<file path="src/rtl/mem_access_pkg.sv">
// rtl/mem_access_pkg.sv - shared state type, lane constants and address limit for the memory access master
package mem_access_pkg;

  typedef enum logic [1:0] {
    IDLE  = 2'd0,
    READ  = 2'd1,
    WRITE = 2'd2,
    RESP  = 2'd3
  } state_t;

  localparam logic LANE_LO = 1'b0;
  localparam logic LANE_HI = 1'b1;

  localparam int unsigned ADDR_LIMIT_DEFAULT = 512;

endpackage

</file>
<file path="src/rtl/byte_lane_unit.sv">
// rtl/byte_lane_unit.sv - byte lane extract (zero/sign extend) for loads and lane merge for byte stores
module byte_lane_unit
  import mem_access_pkg::*;
(
  input  logic [15:0] i_word,
  input  logic        i_lane,
  input  logic        i_signed,
  input  logic [7:0]  i_wbyte,
  output logic [15:0] o_load,
  output logic [15:0] o_merged
);

  logic [7:0] w_byte;

  always_comb begin
    w_byte   = (i_lane == LANE_HI) ? i_word[15:8] : i_word[7:0];
    o_load   = {{8{i_signed & w_byte[7]}}, w_byte};
    o_merged = (i_lane == LANE_LO) ? {i_word[15:8], i_wbyte} : {i_wbyte, i_word[7:0]};
  end

endmodule

</file>
<file path="src/rtl/mem_access_master.sv">
// rtl/mem_access_master.sv - single-outstanding load/store controller for the 256 x 16 word memory
module mem_access_master
  import mem_access_pkg::*;
#(
  parameter int unsigned ADDR_LIMIT = ADDR_LIMIT_DEFAULT
) (
  input  logic        clk,
  input  logic        reset,
  input  logic        req_valid,
  output logic        req_ready,
  input  logic        req_write,
  input  logic        req_byte,
  input  logic        req_signed,
  input  logic [15:0] req_address,
  input  logic [15:0] req_wdata,
  output logic        rsp_valid,
  input  logic        rsp_ready,
  output logic [15:0] rsp_rdata,
  output logic        rsp_error,
  output logic [15:0] mem_address,
  output logic [15:0] mem_data,
  output logic        mem_write_enable,
  output logic        mem_read_enable,
  input  logic [15:0] mem_read_data
);

  state_t      r_state;
  state_t      w_next;
  logic        r_write;
  logic        r_byte;
  logic        r_signed;
  logic        r_lane;
  logic [7:0]  r_wbyte;
  logic [15:0] r_rsp_rdata;
  logic        r_rsp_error;
  logic [15:0] r_mem_address;
  logic [15:0] r_mem_data;
  logic        w_accept;
  logic        w_err;
  logic [15:0] w_load;
  logic [15:0] w_merged;

  assign w_accept = (r_state == IDLE) && req_valid;
  assign w_err    = ({16'd0, req_address} >= 32'(ADDR_LIMIT)) || (!req_byte && req_address[0]);

  byte_lane_unit u_lane (
    .i_word   (mem_read_data),
    .i_lane   (r_lane),
    .i_signed (r_signed),
    .i_wbyte  (r_wbyte),
    .o_load   (w_load),
    .o_merged (w_merged)
  );

  always_ff @(posedge clk or posedge reset) begin
    if (reset) r_state <= IDLE;
    else       r_state <= w_next;
  end

  // Strobes, ready and valid decode straight from the state so reset drops them at once.
  always_comb begin
    w_next           = r_state;
    req_ready        = 1'b0;
    rsp_valid        = 1'b0;
    mem_read_enable  = 1'b0;
    mem_write_enable = 1'b0;
    case (r_state)
      IDLE: begin
        req_ready = 1'b1;
        if (req_valid) begin
          if (w_err)                      w_next = RESP;
          else if (req_write && !req_byte) w_next = WRITE;
          else                             w_next = READ;
        end
      end
      READ: begin
        mem_read_enable = 1'b1;
        w_next          = r_write ? WRITE : RESP;
      end
      WRITE: begin
        mem_write_enable = 1'b1;
        w_next           = RESP;
      end
      RESP: begin
        rsp_valid = 1'b1;
        if (rsp_ready) w_next = IDLE;
      end
      default: w_next = IDLE;
    endcase
  end

  always_ff @(posedge clk or posedge reset) begin
    if (reset) begin
      r_write       <= 1'b0;
      r_byte        <= 1'b0;
      r_signed      <= 1'b0;
      r_lane        <= 1'b0;
      r_wbyte       <= 8'd0;
      r_rsp_rdata   <= 16'd0;
      r_rsp_error   <= 1'b0;
      r_mem_address <= 16'd0;
      r_mem_data    <= 16'd0;
    end else begin
      if (w_accept) begin
        r_write     <= req_write;
        r_byte      <= req_byte;
        r_signed    <= req_signed;
        r_lane      <= req_address[0];
        r_wbyte     <= req_wdata[7:0];
        r_rsp_error <= w_err;
        r_rsp_rdata <= 16'd0;
        if (!w_err) begin
          r_mem_address <= {req_address[15:1], 1'b0};
          if (req_write && !req_byte) r_mem_data <= req_wdata;
        end
      end
      // Read data is consumed on the READ edge: either the load result or the merged store word.
      if (r_state == READ) begin
        if (r_write)     r_mem_data  <= w_merged;
        else if (r_byte) r_rsp_rdata <= w_load;
        else             r_rsp_rdata <= mem_read_data;
      end
    end
  end

  assign rsp_rdata   = r_rsp_rdata;
  assign rsp_error   = r_rsp_error;
  assign mem_address = r_mem_address;
  assign mem_data    = r_mem_data;

endmodule

</file>
<file path="config.mk">
export PLATFORM = sky130hd
export DESIGN_NAME = mem_access_master
export DESIGN_NICKNAME = d
export VERILOG_FILES = /design/src/rtl/mem_access_pkg.sv /design/src/rtl/byte_lane_unit.sv /design/src/rtl/mem_access_master.sv
export SDC_FILE = /design/constraint.sdc
export NUM_CORES = 1
export LEC_CHECK = 0
export ABC_CLOCK_PERIOD_IN_PS = 5900
export BUFFER_PORTS_ARGS = -buffer_cell sky130_fd_sc_hd__buf_4
export CAP_MARGIN = 5
export CORE_UTILIZATION = 56
export CTS_BUF_LIST = sky130_fd_sc_hd__clkbuf_8
export CTS_CLUSTER_SIZE = 25
export DETAILED_ROUTE_END_ITERATION = 12
export HOLD_SLACK_MARGIN = 0.1
export PLACE_DENSITY = 0.88
export RECOVER_POWER = 25
export SKIP_CTS_REPAIR_TIMING = 1
export SYNTH_ARGS = -nofsm -noshare
export SYNTH_HDL_FRONTEND = slang
export SYNTH_HIERARCHICAL = 1
export SYNTH_SLANG_ARGS = --single-unit
</file>
<file path="constraint.sdc">
create_clock -name clk -period 5.9 [get_ports clk]
set_clock_uncertainty 0.15 [all_clocks]
set_input_delay 0 -clock clk [delete_from_list [all_inputs] [get_ports clk]]
set_output_delay 0 -clock clk [all_outputs]
set_load 0.02 [all_outputs]
</file>
==> qor.csv <==
stage;metric;value;unit
final_layout;final_nets;495;
floorplanning;die_x;77.5;um
worst_setup_path;slowest_delay;0.64;ns
cts;htree_levels;3;
sta;period_needed;3.15;ns
worst_setup_path;crit_fanout;32;
sta;setup_violations;0;
yosys;ys_types;34;
cts;clk_pin_slew;0.07;ns
worst_setup_path;path_class;reg2reg;
routing;viasPerCell;5.77;
power;ir_drop;0.254;mV
cts;numCtsBuffers;9;
worst_setup_path;crit_chain;inv_1 -> ha_1 -> nand2_1 -> nand3_1 -> dlygate4sd3_1 -> nand3_1 -> dlygate4sd3_1;
yosys;syn_inst;286;
place;dpl_cell_area;3910;sq um
sta;tightest_slew;1.06;ns
cts;cts_sinks;62;
final_layout;drive_above_1_share;31.3;%
sta;hold_viol;0;
hold_path;hold_path.class;in2reg;
yosys;synth_nets;345;
final_layout;design_area;4560;sq um
yosys;synth_seq_area_share;48.6;%
routing;drc;0;
yosys;synthFlopType;dfrtp_1;
routing;ant_nets;0;
floorplanning;start_util;58.0;%
floorplanning;die_area;6010;sq um
cts;clock_path_buffers;2;
worst_setup_path;cp_slowest_cell;nand2_1;
routing;avgRoutedWirePerCell;19.9;um
final_layout;synthToLayoutAreaGrowth;42.9;%
yosys;ys_seq_elements;62;
floorplanning;fp.coreArea;5510;sq um
floorplanning;fp-row-count;27;
sta;min_period_over_period;53.3;%
routing;drt_iter0_drc;268;
place;place_congestion;0.816;
worst_setup_path;critPathRequiredTime;5.98;ns
sta;rsz0062_at_grt;no;
grt;antenna_found_initial;0;
worst_setup_path;arrival;3.22;ns
place;dp_hpwl;5170;um
yosys;synth_area;3190;sq um
cts;cts-root-buf;clkbuf_8;
run;max_cap_violations;0;
grt;grt_pass1_vias;2460;
cts;clk_latency;0.35;ns
grt;grt_max_degree;63;
yosys;synth_top_area_share;48.6;%
sta;max_freq;318;MHz
yosys;synth_edf_count;0;
status;outcome;finished, final reports clean;
yosys;synthTopCellsByArea;dfrtp_1 49%, mux2_2 14%, mux2i_1 5.0%;
floorplanning;ios;108;
grt;grt_pass1_wl;12200;um
worst_setup_path;worst_setup_path_start_kind;flop;
floorplanning;die_h;77.5;um
grt;grtUsageTotal;26.4;%
routing;drt-total-wl;10200;um
routing;first_pass_iters;5;
sta;drv_slew;0;
yosys;ys_warn_count;6;
power;power_leakage;2.15;nW
routing;vias;2958;
final_layout;n_antenna_cell;0;
sta;final.setup.tns;0;ns
cts;cts_tree;done;
grt;grt.overflow.total;0;
place;port_buffers;106;
worst_setup_path;endpoint_kind;flop;
yosys;avgSynthCellArea;11.2;sq um
yosys;synth_top_cell_by_area;dfrtp_1;
power;power_density;462;nW/um^2
yosys;async_flop_share;100;%
sta;max-slew-margin-rel;28.8;%
==> sequential cells by signal, summed over array words and instances (netlist names) <==
register	cells
r_lane	1
r_byte	1
mem_data	16
rsp_rdata	16
r_write	1
rsp_error	1
r_signed	1
r_state	2
r_wbyte	8
mem_address	15
==> stage by stage <==
stage	util [%]	hold WS (ns)	instances	power (mW)	setup WS, ns
final	82.8	0.118	513	2.11	2.75
after global routing	82.8	0.168	513	2.21	2.56
after floorplan	-	-0.00148	286	1.33	3.76
after CTS	75.1	-0.260	454	2.01	3.28
after detailed placement	71.1	0.0900	438	1.58	3.30
after global placement	71.1	0.0839	438	1.55	3.47
==> worst paths after layout <==
kind / from / to / slack [ns] / depth (start not counted)
max in group asynchronous: reset / mem_address[6]$_DFFE_PP0P_ / 4.82 / 4
min reg2reg: rsp_rdata[4]$_DFF_PP0_ / rsp_rdata[4]$_DFF_PP0_ / 0.35 / 2
min: req_valid / r_state[1]$_DFFE_PP0P_ / 0.12 / 4
max reg2reg: r_state[1]$_DFFE_PP0P_ / mem_data[15]$_DFF_PP0_ / 2.75 / 7
max: r_state[1]$_DFFE_PP0P_ / mem_data[15]$_DFF_PP0_ / 2.75 / 7
min in group asynchronous: reset / rsp_rdata[3]$_DFF_PP0_ / 0.29 / 4
==> cell type report <==
class,instances,area [sq um]
inverters,5,18.8
repair buffers,166,1230
clock buffers,10,138
multi-input cells,192,1450
flip-flops and latches,62,1550
fillers,310,945
well taps,72,90.1
clock inverters,6,85.1
==> Yosys cell counts, types with 2 or more instances <==
| cell | instances |
|---|---|
| nor2_1 | 2 |
| clkbuf_1 | 9 |
| mux2_2 | 40 |
| ha_1 | 4 |
| nand3b_1 | 16 |
| and2_1 | 3 |
| dfrtp_1 | 62 |
| buf_2 | 3 |
| nand2_1 | 34 |
| and2_2 | 7 |
| nand2b_1 | 2 |
| nand3_1 | 32 |
| a21o_1 | 2 |
| buf_6 | 4 |
| mux2_4 | 4 |
| o21ai_0 | 16 |
| mux2i_1 | 16 |
| inv_1 | 5 |
| buf_4 | 10 |
==> logic make-up after synthesis <==
kind of cell / synth area share, %
adders and majority gates: 1.57
buffers and inverters: 6.00
muxes: 21.0
DFF: 48.6
other: 0.117
AOI/OAI and AO/OA: 3.96
and+or+nand+nor: 18.7
==> critical path, delay by kind of cell (launching register included) <==
kind	cells	cell delay, ns
adder cells (fa/ha/maj)	1	0.23
buffers and inverters	3	1.23
AND/OR/NAND/NOR	3	1.00
flip-flops	1	0.41
==> report_power, final <==
group | total [mW] | internal [mW] | switching [mW]
registers | 0.742 | 0.575 | 0.166
logic | 0.941 | 0.434 | 0.507
clock network | 0.425 | 0.248 | 0.178
total | 2.11 | 1.26 | 0.851
==> metal layers <==
metal / wire, um / up-vias / track usage [%]
li1: - / 1286 / -
met1: 4150 / 1482 / 36.2
met2: 5210 / 160 / 41.9
met3: 626 / 30 / 3.88
met4: 246 / 0 / 11.3
met5: 0 / - / 0
==> layout by cell type (no fill, tap or decap), types with 2 or more instances in the layout <==
| cell type | n |
|---|---|
| bufinv_16 | 2 |
| mux2i_1 | 16 |
| nor2_1 | 2 |
| mux2_4 | 4 |
| dfrtp_1 | 62 |
| buf_4 | 63 |
| dlygate4sd3_1 | 58 |
| nand2b_1 | 2 |
| o21ai_0 | 16 |
| nand3_1 | 32 |
| nand2_1 | 34 |
| nand3b_1 | 16 |
| mux2_2 | 40 |
| and2_1 | 3 |
| clkinv_2 | 2 |
| clkbuf_8 | 10 |
| clkbuf_1 | 44 |
| and2_2 | 7 |
| inv_1 | 4 |
| ha_1 | 4 |
| clkinvlp_4 | 2 |
| a21o_1 | 2 |
Note: power is estimated with default switching activity, not from simulation.
